### src/rtl/clint_pkg.sv
// Shared definitions for the core-local interruptor: register map, decoder
// result type and the write payload carried from decode to the register file.
package clint_pkg;

  localparam int unsigned MtimeW = 64;
  localparam int unsigned MtimeBytes = MtimeW / 8;

  localparam logic [15:0] ClintMsip     = 16'h0000;
  localparam logic [15:0] ClintMtimecmp = 16'h4000;
  localparam logic [15:0] ClintMtime    = 16'hBFF8;

  typedef enum logic [1:0] {
    RegMsip,
    RegMtimecmp,
    RegMtime,
    RegNone
  } clint_reg_t;

  // Bus write aligned onto the 64-bit register view.
  typedef struct packed {
    clint_reg_t              target;
    logic                    hi_half;
    logic [MtimeW-1:0]       data;
    logic [MtimeBytes-1:0]   be;
  } clint_wr_t;

  // Replace only the enabled byte lanes of old_v with new_v.
  function automatic logic [MtimeW-1:0] lane_merge(input logic [MtimeW-1:0]     old_v,
                                                   input logic [MtimeW-1:0]     new_v,
                                                   input logic [MtimeBytes-1:0] be);
    logic [MtimeW-1:0] res;
    res = old_v;
    for (int i = 0; i < int'(MtimeBytes); i++) begin
      if (be[i]) res[i*8 +: 8] = new_v[i*8 +: 8];
    end
    return res;
  endfunction

endpackage

### src/rtl/clint_if.sv
// Wishbone slave port of the CLINT, grouped so the core bus can be passed as one.
interface clint_if #(
  parameter int unsigned ADDR_SIZE = 16,
  parameter int unsigned DATA_SIZE = 64
);

  logic                   wb_cyc_i;
  logic                   wb_stb_i;
  logic                   wb_we_i;
  logic [ADDR_SIZE-1:0]   wb_adr_i;
  logic [DATA_SIZE/8-1:0] wb_sel_i;
  logic [DATA_SIZE-1:0]   wb_dat_i;
  logic [DATA_SIZE-1:0]   wb_dat_o;
  logic                   wb_ack_o;

  modport master (
    output wb_cyc_i, wb_stb_i, wb_we_i, wb_adr_i, wb_sel_i, wb_dat_i,
    input  wb_dat_o, wb_ack_o
  );

  modport slave (
    input  wb_cyc_i, wb_stb_i, wb_we_i, wb_adr_i, wb_sel_i, wb_dat_i,
    output wb_dat_o, wb_ack_o
  );

endinterface

### src/rtl/clint_prescaler.sv
// Divides the system clock down to the mtime tick rate.
module clint_prescaler #(
  parameter int unsigned CLOCK_CYCLES_PER_TICK = 100
) (
  input  logic clock,
  input  logic reset,
  output logic tick
);

  localparam int unsigned CntW = (CLOCK_CYCLES_PER_TICK > 1) ? $clog2(CLOCK_CYCLES_PER_TICK) : 1;
  localparam logic [CntW-1:0] CntLast = CntW'(CLOCK_CYCLES_PER_TICK - 1);

  logic [CntW-1:0] count_q, count_d;
  logic            tick_q;

  always_comb begin
    count_d = count_q + CntW'(1);
    if (count_q == CntLast) count_d = '0;
  end

  // tick_q mirrors (count_q == CntLast) one register earlier, so it is never combinational.
  always_ff @(posedge clock or posedge reset) begin
    if (reset) begin
      count_q <= '0;
      tick_q  <= 1'(CLOCK_CYCLES_PER_TICK == 1);
    end else begin
      count_q <= count_d;
      tick_q  <= (count_d == CntLast);
    end
  end

  assign tick = tick_q;

endmodule

### src/rtl/clint.sv
// Core-local interruptor: Wishbone-mapped msip, mtimecmp and free-running mtime.
module clint
  import clint_pkg::*;
#(
  parameter int unsigned DATA_SIZE             = 64,
  parameter int unsigned CLOCK_CYCLES_PER_TICK = 100,
  parameter int unsigned ADDR_SIZE             = 16
) (
  input  logic          clock,
  input  logic          reset,
  clint_if.slave        bus,
  output logic          msip,
  output logic [63:0]   mtime,
  output logic [63:0]   mtimecmp
);

  logic                 tick;
  logic                 ack_q;
  logic [DATA_SIZE-1:0] dat_q;
  logic                 msip_q, msip_d;
  logic [63:0]          mtimecmp_q, mtimecmp_d;
  logic [63:0]          mtime_q, mtime_d;

  logic                 req_c;
  logic                 hi_half_c;
  logic [ADDR_SIZE-1:0] base_adr_c;
  clint_reg_t           reg_c;
  clint_wr_t            wr_c;
  logic [63:0]          rd_word_c;
  logic [DATA_SIZE-1:0] rd_data_c;
  logic                 unused_adr;

  clint_prescaler #(
    .CLOCK_CYCLES_PER_TICK(CLOCK_CYCLES_PER_TICK)
  ) u_prescaler (
    .clock(clock),
    .reset(reset),
    .tick (tick)
  );

  // Byte offsets below the word size never select anything.
  assign unused_adr = &{1'b0, bus.wb_adr_i[1:0]};

  // Decode: every register sits on an 8-byte boundary; bit 2 picks the half on a 32-bit bus.
  always_comb begin
    req_c      = bus.wb_cyc_i & bus.wb_stb_i & ~ack_q;
    hi_half_c  = (DATA_SIZE == 32) ? bus.wb_adr_i[2] : 1'b0;
    base_adr_c = {bus.wb_adr_i[ADDR_SIZE-1:3], 3'b000};

    reg_c = RegNone;
    if (base_adr_c == ADDR_SIZE'(ClintMsip) && !hi_half_c) reg_c = RegMsip;
    else if (base_adr_c == ADDR_SIZE'(ClintMtimecmp))      reg_c = RegMtimecmp;
    else if (base_adr_c == ADDR_SIZE'(ClintMtime))         reg_c = RegMtime;

    wr_c.target  = (req_c & bus.wb_we_i) ? reg_c : RegNone;
    wr_c.hi_half = hi_half_c;
    wr_c.data    = 64'(bus.wb_dat_i) << (hi_half_c ? 6'd32 : 6'd0);
    wr_c.be      = 8'(bus.wb_sel_i) << (hi_half_c ? 3'd4 : 3'd0);

    case (reg_c)
      RegMsip:     rd_word_c = {63'd0, msip_q};
      RegMtimecmp: rd_word_c = mtimecmp_q;
      RegMtime:    rd_word_c = mtime_q;
      default:     rd_word_c = '0;
    endcase
    rd_data_c = DATA_SIZE'(rd_word_c >> (hi_half_c ? 6'd32 : 6'd0));
  end

  always_comb begin
    msip_d = msip_q;
    if (wr_c.target == RegMsip && wr_c.be[0]) msip_d = wr_c.data[0];

    mtimecmp_d = mtimecmp_q;
    if (wr_c.target == RegMtimecmp) mtimecmp_d = lane_merge(mtimecmp_q, wr_c.data, wr_c.be);
  end

  // A write wins over the tick; a high-half-only write leaves the low half counting without carry.
  always_comb begin
    mtime_d = tick ? mtime_q + 64'd1 : mtime_q;
    if (wr_c.target == RegMtime) begin
      mtime_d = lane_merge(mtime_q, wr_c.data, wr_c.be);
      if (wr_c.hi_half && tick) mtime_d[31:0] = mtime_q[31:0] + 32'd1;
    end
  end

  always_ff @(posedge clock or posedge reset) begin
    if (reset) begin
      ack_q      <= 1'b0;
      dat_q      <= '0;
      msip_q     <= 1'b0;
      mtimecmp_q <= '1;
      mtime_q    <= '0;
    end else begin
      ack_q      <= req_c;
      if (req_c) dat_q <= rd_data_c;
      msip_q     <= msip_d;
      mtimecmp_q <= mtimecmp_d;
      mtime_q    <= mtime_d;
    end
  end

  assign bus.wb_ack_o = ack_q;
  assign bus.wb_dat_o = dat_q;
  assign msip         = msip_q;
  assign mtime        = mtime_q;
  assign mtimecmp     = mtimecmp_q;

endmodule

### src/flat_wrapper.sv
// flat-port wrapper written by rule: the top's interface ports become plain ports
module clint_flat import clint_pkg::*;
#(
  parameter int unsigned DATA_SIZE             = 64,
  parameter int unsigned CLOCK_CYCLES_PER_TICK = 100,
  parameter int unsigned ADDR_SIZE             = 16
)
  (clock, reset, msip, mtime, mtimecmp, bus_wb_cyc_i, bus_wb_stb_i, bus_wb_we_i, bus_wb_adr_i, bus_wb_sel_i, bus_wb_dat_i, bus_wb_dat_o, bus_wb_ack_o);
  clint_if #(.ADDR_SIZE(ADDR_SIZE), .DATA_SIZE(DATA_SIZE)) bus_i ();
  input  logic clock;
  input  logic reset;
  output logic msip;
  output logic [63:0] mtime;
  output logic [63:0] mtimecmp;
  input wire logic [$bits(bus_i.wb_cyc_i)-1:0] bus_wb_cyc_i;
  input wire logic [$bits(bus_i.wb_stb_i)-1:0] bus_wb_stb_i;
  input wire logic [$bits(bus_i.wb_we_i)-1:0] bus_wb_we_i;
  input wire logic [$bits(bus_i.wb_adr_i)-1:0] bus_wb_adr_i;
  input wire logic [$bits(bus_i.wb_sel_i)-1:0] bus_wb_sel_i;
  input wire logic [$bits(bus_i.wb_dat_i)-1:0] bus_wb_dat_i;
  output wire logic [$bits(bus_i.wb_dat_o)-1:0] bus_wb_dat_o;
  output wire logic [$bits(bus_i.wb_ack_o)-1:0] bus_wb_ack_o;
  assign bus_i.wb_cyc_i = bus_wb_cyc_i;
  assign bus_i.wb_stb_i = bus_wb_stb_i;
  assign bus_i.wb_we_i = bus_wb_we_i;
  assign bus_i.wb_adr_i = bus_wb_adr_i;
  assign bus_i.wb_sel_i = bus_wb_sel_i;
  assign bus_i.wb_dat_i = bus_wb_dat_i;
  assign bus_wb_dat_o = bus_i.wb_dat_o;
  assign bus_wb_ack_o = bus_i.wb_ack_o;
  clint #(.DATA_SIZE(DATA_SIZE), .CLOCK_CYCLES_PER_TICK(CLOCK_CYCLES_PER_TICK), .ADDR_SIZE(ADDR_SIZE)) u_core (.clock(clock), .reset(reset), .bus(bus_i), .msip(msip), .mtime(mtime), .mtimecmp(mtimecmp));
endmodule
### config.mk
export PLATFORM = sky130hd
export DESIGN_NAME = clint_flat
export DESIGN_NICKNAME = d
export VERILOG_FILES = /design/src/rtl/clint_pkg.sv /design/src/rtl/clint_if.sv /design/src/rtl/clint_prescaler.sv /design/src/rtl/clint.sv /design/src/flat_wrapper.sv
export SDC_FILE = /design/constraint.sdc
export NUM_CORES = 1
export LEC_CHECK = 0
export CAP_MARGIN = 20
export CORE_MARGIN = 8
export CORE_UTILIZATION = 35
export DETAILED_ROUTE_END_ITERATION = 6
export SKIP_CTS_REPAIR_TIMING = 1
export SYNTH_ARGS = -nofsm -noshare
export SYNTH_HDL_FRONTEND = slang
export SYNTH_SLANG_ARGS = --single-unit
### constraint.sdc
create_clock -name clock -period 13 [get_ports clock]
set_clock_uncertainty 0.05 [all_clocks]
set_input_delay 1.3 -clock clock [delete_from_list [all_inputs] [get_ports clock]]
set_output_delay 1.3 -clock clock [all_outputs]
set_load 0.03 [all_outputs]
## Word level (Yosys, flattened, before mapping)

Index checks and enable logic that the tools add are counted.

| storage, ports and cells | value |
|---|---|
| output and inout port bits | 194 |
| flip-flop bits (word level) | 202 |

| operators by class | value |
|---|---|
| muxes and demuxes | 16 |
| reduce and logical (&&, ||, !) cells | 21 |
| bitwise gates (word level) | 4 |
| add/sub/neg operators | 2 |
| equal/unequal tests | 16 |

Operator list:

| kind | number |
|---|---|
| 64-bit case mux with 3 select lines | 1 |
| 64-bit 2-to-1 mux | 2 |
| 64-bit by 1-bit adder with 64-bit output (second input constant) | 1 |
| 8-bit 2-to-1 mux | 8 |
| 2-bit AND reduction | 16 |
| 2-bit inequality test (second input constant) | 8 |
| 7-bit equality test (second input constant) | 2 |
| 13-bit by 12-bit equality test with 1-bit output (second input constant) | 1 |
| 13-bit equality test (second input constant) | 1 |
| 13-bit zero test | 1 |
| 7-bit by 1-bit adder with 7-bit output (second input constant) | 1 |
| 7-bit 2-to-1 mux | 1 |
| 2-bit 2-to-1 mux | 3 |
| 2-bit by 1-bit equality test with 1-bit output (second input constant) | 2 |
| 2-bit equality test (second input constant) | 2 |
| 2-bit zero test | 2 |
| 1-bit bitwise AND | 3 |
| 2-bit nonzero test | 1 |
| 1-bit logical AND | 1 |
| 1-bit 2-to-1 mux | 1 |
| 1-bit NOT | 1 |

## Logic depth before layout (Yosys ltp)

Gate-level depths: netlist (run 1).

| logic depth | value |
|---|---|
| depth after elaboration | 8 |
| mapped depth | 9 |
| gate-level depth less buffers | 7 |

## Cells and area by module

From an unflattened synthesis (run 1), not the netlist that was laid out.

| second synthesis, totals | value |
|---|---|
| cell total of the unflattened synthesis | 1010 |
| area total of the unflattened synthesis | 10131.0 um2 |

By module, submodules not included:

| module | cells an instance | area an instance (um2) | sequential area each (um2) | instances |
|---|---|---|---|---|
| clint | 969 | 9700.6 | 4934.7 | 1 |
| clint_prescaler | 41 | 430.4 | 200.2 | 1 |

## Worst setup path before layout (run 1)

Ideal clock, no wire load.

| path | value |
|---|---|
| kind | input to register |
| from | input bus_wb_adr_i[14] |
| to | register u_core.mtime_q[9] (netlist: u_core.mtime[9]) |
| data required time | 12.827 ns |
| data arrival time | 2.877 ns |
| library setup time | 0.123 ns |
| stages on the path | 6 |
| setup slack | 9.951 ns |
| path buffers | 1 |
| cell sequence | nand4b_1 > or4_1 > buf_2 > nor3_1 > a21oi_1 > o221a_2 |

| between the ends | value |
|---|---|
| longest elaborated chain between the ends | 8 |
| elaborated cells between the ends (all ways) | 12 |
| those cells by class | 4 x eq/ne; 5 x mux; 3 x reduce/logical |

RTL lines:

| what | line | text |
|---|---|---|
| start: declaration | flat_wrapper.sv:18 | `input wire logic [$bits(bus_i.wb_adr_i)-1:0] bus_wb_adr_i;` |
| 13-bit equality test | clint.sv:53 | `else if (base_adr_c == ADDR_SIZE'(ClintMtime)) reg_c = RegMtime;` |
| 1-bit 2-to-1 mux | clint.sv:53 |  |
| 2-bit 2-to-1 mux | clint.sv:52 | `else if (base_adr_c == ADDR_SIZE'(ClintMtimecmp)) reg_c = RegMtimecmp;` |
| 2-bit 2-to-1 mux * | clint.sv:51 | `if (base_adr_c == ADDR_SIZE'(ClintMsip) && !hi_half_c) reg_c = RegMsip;` |
| 2-bit 2-to-1 mux * | clint.sv:55 | `wr_c.target = (req_c & bus.wb_we_i) ? reg_c : RegNone;` |
| 2-bit equality test * | clint.sv:80 | `if (wr_c.target == RegMtime) begin` |
| 2-bit inequality test (no source line) or 2-bit nonzero test (tied branches) | n/a |  |
| 2-bit AND reduction (no source line) | n/a |  |
| end signal: assignment | clint.sv:98 | `mtime_q <= mtime_d;` |
| end: declaration | clint.sv:22 | `logic [63:0] mtime_q, mtime_d;` |

Mark *: on every way between the ends. The rest lies on a longest branch, timed or not.
A chain may end at the register's enable or synchronous reset.

## Final worst setup path (run 1)

| path | value |
|---|---|
| from | input bus_wb_stb_i |
| to | register u_core.mtimecmp_q[22] (netlist: u_core.mtimecmp[22]) |

| between the ends | value |
|---|---|
| longest elaborated chain between the ends | 6 |

RTL lines:

| what | line | text |
|---|---|---|
| start: declaration | flat_wrapper.sv:16 | `input wire logic [$bits(bus_i.wb_stb_i)-1:0] bus_wb_stb_i;` |
| 1-bit bitwise AND (2 in series) | clint.sv:46 | `req_c = bus.wb_cyc_i & bus.wb_stb_i & ~ack_q;` |
| 1-bit bitwise AND | clint.sv:55 |  |
| 2-bit 2-to-1 mux | clint.sv:55 |  |
| 2-bit by 1-bit equality test with 1-bit output | clint.sv:74 | `if (wr_c.target == RegMtimecmp) mtimecmp_d = lane_merge(mtimecmp_q, wr_c.data, wr_c.be);` |
| 2-bit AND reduction (no source line) | n/a |  |
| end signal: assignment | clint.sv:97 | `mtimecmp_q <= mtimecmp_d;` |
| end: declaration | clint.sv:21 | `logic [63:0] mtimecmp_q, mtimecmp_d;` |

Every way passes these cells.

==> results of run 1 <==
tightest hold or removal path: cells and delay by family, from the launching register on:
| family | cells | cell delay, ns |
|---|---|---|
| flops | 1 | 0.34 |
| compound gates | 1 | 0.06 |
| simple gates | 1 | 0.05 |
final cells by class:
class | instances | share of cell area
clock inverter | 5 | 0.007022
sequential | 202 | 0.3603
clock buffer | 38 | 0.05363
tap | 384 | 0.03371
timing repair buffer | 296 | 0.2056
multi-input combinational | 764 | 0.3340
inverter | 20 | 0.005794
power breakdown:
| group | total [mW] | internal [mW] | switching (mW) |
|---|---|---|---|
| Clock | 0.726 | 0.460 | 0.266 |
| Sequential | 0.674 | 0.659 | 0.0154 |
| Combinational | 0.219 | 0.0927 | 0.126 |
cells by family (layout without fill, tap and decap cells):
family                   after synthesis  in the layout  share of synthesized area
AO/OA/AOI/OAI                        212            212                     0.1482
XOR/XNOR                               9              9                   0.007750
adder cells (fa/ha/maj)                3              3                   0.003690
buffers and inverters                 75            359                    0.02952
flip-flops                           202            202                     0.5048
multiplexers                          77             77                    0.08389
AND/OR/NAND/NOR                      463            463                     0.2221
registers in the layout, summed over array words and instances, names as in the netlist:
register and count:
u_core.bus.wb_ack_o 1, u_core.bus.wb_dat_o 64, u_core.msip 1, u_core.mtime 64, u_core.mtimecmp 64, u_core.u_prescaler.count_q 7
u_core.u_prescaler.tick 1
placed cells by master, fill, tap and decap left out, types with 7 or more instances in the layout:
cell / count
a211oi_1: 10
a21oi_1: 45
a221oi_1: 66
a31oi_1: 7
and3_1: 10
buf_4: 13
clkbuf_16: 25
clkbuf_8: 9
clkdlybuf4s50_1: 283
dfrtp_1: 138
dfstp_2: 64
inv_1: 18
mux2_2: 66
mux2i_1: 11
nand2_1: 74
nand2_2: 9
nand3_1: 47
nand4_1: 29
nor2_1: 200
nor3_1: 26
nor4_1: 17
o21ai_0: 32
o22ai_1: 12
o32ai_1: 13
xnor2_1: 9
synth_stat cells, types with 5 or more instances:
library cell,n
a221oi_1,66
buf_2,8
nor3b_1,5
a21oi_1,45
dfrtp_1,138
o32ai_1,13
and3_1,10
dfstp_2,64
nor4_1,17
nand2_2,8
nand4_1,29
and2_1,6
nand2_1,75
or3_1,6
o21ai_0,32
mux2i_1,11
inv_1,20
nor3_1,26
xnor2_1,9
mux2_2,66
a31oi_1,7
nor2_1,201
o22ai_1,12
buf_1,8
nand3_1,47
a211o_1,5
a211oi_1,10
clkbuf_1,36
through the flow:
step	hold slack, ns	instances
after floorplan	0.4036	1041
after global placement	0.4156	1666
after detailed placement	0.4293	1666
after CTS	0.4426	1709
after global routing	0.4765	1709
final	0.4375	1709
per-layer routing:
layer / part of all wire / vias up / GRT usage
met5: 0.00034 / - / 0
met4: 0.023 / 2 / 0.05315
met3: 0.079 / 64 / 0.05444
met2: 0.47 / 365 / 0.3508
met1: 0.43 / 4717 / 0.2772
li1: - / 4405 / -
worst paths after layout:
kind / start / endpoint / slack (ns) / cells after the start
worst max-delay path: bus_wb_stb_i / u_core.mtimecmp[22] / 8.12 / 10
worst min-delay path: u_core.bus.wb_dat_o[0] / u_core.bus.wb_dat_o[0] / 0.44 / 2
worst max register to register: u_core.bus.wb_ack_o / u_core.mtimecmp[22] / 8.93 / 9
worst min register to register: u_core.bus.wb_dat_o[0] / u_core.bus.wb_dat_o[0] / 0.44 / 2
max in group asynchronous: reset / u_core.mtime[46] / 10.35 / 3
min in group asynchronous: reset / u_core.bus.wb_dat_o[34] / 1.26 / 2
==> metrics.yaml, run 1 <==
status: "completed"
ys.flop_type: "dfrtp_1"
grt_pass1_vias: 9744
synth.distinct_cells: 63
drc_errors: 0
ir_drop_v: 0.00008596
slowest_stage: "nor3_2"
hold_class: "reg2reg"
antenna_found_initial: 1
final_antenna_net_count: 0
cts_root_buf: "clkbuf_16"
h-tree-depth: 1
setup_slack_ns: 8.122
crit_path_frequent_cell: "buf_4"
layout.nets: 1404
clock_sinks: 202
max_stage_delay_ns: 0.67
fmax_mhz: 205.0
hpwl_mm: 27.25
synthCells: 1041
final_core_util: 0.4966
area_growth_pct: 40.12
period_share: 0.3752
crit_chain: "clkdlybuf4s50_1 > nand3b_1 > buf_4 > inv_2 > buf_4 > nand2_1 > nor3_2 > buf_4 > nand2_2 > mux2_2"
firstDrtPassIters: 5
wl_mm: 38.09
preCtsSetupSlack_ns: 7.632
cts_inserted_buffers: 24
critPathKind: "in2reg"
power_leakage_nw: 5.648
total_power_mw: 1.619
required_ns: 13.39
syn_area_per_cell_um2: 9.772
wl_per_cell_um: 22.29
clk_pin_slew_worst_paths_ns: 0.06
n_fill_cell: 2737
seq_area_um2: 5135
design_area_um2: 14250
ys_warn_count: 0
ys_top_cells_by_area: "dfrtp_1, dfstp_2, nor2_1, mux2_2, a221oi_1"
insertion_delay_ns: 0.52
port_buffers: 283
rsz0062_at_grt: "false"
syn_nets: 1137
tightestPinTransition_ns: 0.9171
clk_path_buf_depth: 3
report.final.hold_viol_count: 0
tns_ns: 0
crit_arrival_ns: 5.27
die_w_um: 186.5
cp_max_fo: 50
period_minus_slack_ns: 4.878
start_util: 0.3544
die_area_um2: 34770
cp-start-kind: "input pin"
synth_area_um2: 10170
slew_viol_final: 0
ios: 287
synth_top_cell_by_area: "dfrtp_1"
critPathBufInv: 5
multiInputGateArea_um2: 4761
maxSlewHeadroom: 0.3864
grt_max_degree: 101
max_cap_viol_count: 0
drive_above_1_share: 0.1623
num_vias: 9553
cpLargestDelayFamily: "buffers and inverters"
ys_seq_elements: 202
synthArstFlopShare: 1.000
cts_tree: "done"
critPathCaptureType: "register"
netlist.area_leader.share: 0.3395
dpl-instance-area_um2: 13390
track_usage: 0.2134
cellPowerDensity_nw_per_um2: 113.6
setup_violations: 0
routabilityCongestion: 0.8368
num_rows: 62
ys_seq_area_frac: 0.5048
die_y_um: 186.5
synth_edf_count: 0
core_um2: 28700
n_antenna_cell: 0
grt_pass1_wl_mm: 60.16
grt_overflow_total: 0
first_iter_violations: 719
vias_per_cell: 5.590
Power figures use the tool's default switching activity.
==> run 2, diff against run 1 <==
==> constraint.sdc (replaced) <==
create_clock -name clock -period 4.65 [get_ports clock]
set_clock_uncertainty 0.05 [all_clocks]
set_input_delay 0.465 -clock clock [delete_from_list [all_inputs] [get_ports clock]]
set_output_delay 0.465 -clock clock [all_outputs]
set_load 0.03 [all_outputs]
==> run 2 against run 1 <==
  * Sequential power rose to 2.8 times the previous value
  * Routed wire length down 0.71%
  * Global-route usage down 0.26 points
  * Via count down 0.18%
  * Critical path depth down 3
  * Core utilization down 0.092 points
  * Cell area down 0.18%
  * Non-clock buffer count up 2
  * Clock power rose to 2.6 times the previous value
  * Hold slack worse by 0.13 ns
  * Die area unchanged
  * Critical endpoint is now u_core.mtime[46]
==> metrics.yaml, run 2 (synthesis gave the netlist of run 1 again) <==
crit_arrival_ns: 3.53  # -1.74 ns
setup_violations: 0  # unchanged
vias_per_cell: 5.570  # -0.35%
multiInputGateArea_um2: 4761  # unchanged
required_ns: 4.99  # -8.40 ns
drc_errors: 0  # unchanged
final_common_cell: "clkdlybuf4s50_1"
clock_sinks: 202  # unchanged
switchingPower_mw: 1.136  # +180%
max_stage_delay_ns: 0.70  # +0.03 ns
area_growth_pct: 39.86
cts_tree: "done"
clk_pin_slew_worst_paths_ns: 0.06  # about the same
status: "completed"
p_int_mw: 3.247  # +170%
layout.nets: 1406  # +0.14%
insertion_delay_ns: 0.51  # about the same
slew_viol_final: 0  # unchanged
h-tree-depth: 1  # unchanged
start_util: 0.3544  # unchanged
die_area_um2: 34770  # unchanged
num_rows: 62  # unchanged
grt_max_degree: 99  # -2.0%
critPathBufInv: 0  # -5
crit_chain: "ha_1 > nand4_1 > nor3_2 > nand3_1 > or4_1 > nand3_1 > o211ai_1"
routabilityCongestion: 0.8318  # -0.60%
cellPowerDensity_nw_per_um2: 308.1  # +170%
fmax_mhz: 313.2
cts_inserted_buffers: 24  # unchanged
first_iter_violations: 792  # +10%
grt_overflow_total: 0  # unchanged
p_seq_frac: 0.430  # +0.014
final_antenna_net_count: 0  # unchanged
cts_root_buf: "clkbuf_16"
hold_class: "in2async"
report.final.hold_viol_count: 0  # unchanged
num_vias: 9536  # -0.18%
slowest_stage: "or4_1"
period_minus_slack_ns: 3.193
grt_pass1_vias: 9717  # -0.28%
core_um2: 28700  # unchanged
die_y_um: 186.5  # unchanged
crit_path_frequent_cell: "nand3_1"
p_sw_frac: 0.2592  # +0.007278
track_usage: 0.2108  # -0.002611
layout_common_cells: "clkdlybuf4s50_1, nor2_1, dfrtp_1"
ir_drop_v: 0.0001421  # +65%
power_leakage_nw: 5.624  # -0.43%
design_area_um2: 14230  # -0.18%
tightestPinTransition_ns: 0.9118  # -0.005301 ns
clkPwrFrac: 0.430  # -0.019
ios: 287  # unchanged
critPathCaptureType: "register"
seq_area_um2: 5135  # unchanged
regToRegSetupSlack_ns: 1.46  # -7.47 ns
wl_per_cell_um: 22.09  # -0.88%
drive_above_1_share: 0.1611  # -0.001120
clk_path_buf_depth: 3  # unchanged
dpl-instance-area_um2: 13440  # +0.36%
firstDrtPassIters: 5  # unchanged
cp-start-kind: "register"
antenna_found_initial: 1  # unchanged
maxSlewHeadroom: 0.3899  # +0.003547
cpLargestDelayFamily: "simple AND/OR/NAND/NOR gates"
period_share: 0.6866
die_w_um: 186.5  # unchanged
hold_slack_ns: 0.3027  # -0.1348 ns
tns_ns: 0  # unchanged
n_fill_cell: 2776  # +1.4%
hpwl_mm: 26.89  # -1.3%
cp_max_fo: 8  # -84%
ff2ff_path_depth: 7  # -2
n_antenna_cell: 0  # unchanged
crit_cells: 7  # -3
rsz0062_at_grt: "false"
pwr-share-comb: 0.140  # +0.005
grt_pass1_wl_mm: 59.49  # -1.1%
port_buffers: 283  # unchanged
max_cap_viol_count: 0  # unchanged
wl_mm: 37.82  # -0.71%
critPathKind: "reg2reg"
[run 2: changes by cell type in the layout (fill, tap and decap cells not counted), moves of 2 or more]
cell        delta
clkbuf_8       -6
clkbuf_1       +4
clkinvlp_4     +2
buf_12         +3
clkinv_2       +3
[run 2: per-stage QoR]
step	instances	util	worst slack, ns	power, mW
finish	1712	0.4957	1.457	4.383
global route	1712	0.4957	1.393	4.560
CTS	1712	0.4957	1.519	4.456
detailed placement	1668	0.4682	1.116	2.537
global placement	1668	0.4682	1.143	2.532
floorplan	1041	-	1.571	2.215
[run 2: cell type report]
cell class | instances | area share
Clock buffer | 36 | 0.04898
Clock inverter | 8 | 0.006508
Inverter | 20 | 0.005540
Multi-Input combinational cell | 764 | 0.3346
Sequential cell | 202 | 0.3609
Tap cell | 384 | 0.03377
Timing Repair Buffer | 298 | 0.2097
[run 2: power groups by stage]
| stage | sequential, mW | combinational [mW] | clock (mW) |
|---|---|---|---|
| after floorplan | 2.08 | 0.138 | 0 |
| after global placement | 1.91 | 0.621 | 0 |
| after detailed placement | 1.92 | 0.622 | 0 |
| after CTS | 1.89 | 0.624 | 1.95 |
| after global routing | 1.90 | 0.660 | 2.00 |
| final | 1.89 | 0.614 | 1.88 |
[run 2: final timing paths]
| kind | to | startpoint |
|---|---|---|
| worst max-delay path | u_core.mtime[46] | u_core.mtime[1] |
| worst min-delay path | u_core.bus.wb_dat_o[43] | reset |
| worst max register to register | u_core.mtime[46] | u_core.mtime[1] |
| worst min register to register | u_core.bus.wb_dat_o[0] | u_core.bus.wb_dat_o[0] |
| max in group asynchronous | u_core.mtimecmp[0] | reset |
| min in group clock | u_core.bus.wb_dat_o[0] | u_core.bus.wb_dat_o[0] |
[run 2: per-layer routing]
metal	track usage	wire (um)	vias to the layer above
met1	0.2762	16320	4715
met5	0	13	-
met4	0.05498	893	2
li1	-	-	4394
met2	0.3462	17830	362
met3	0.04903	2757	63
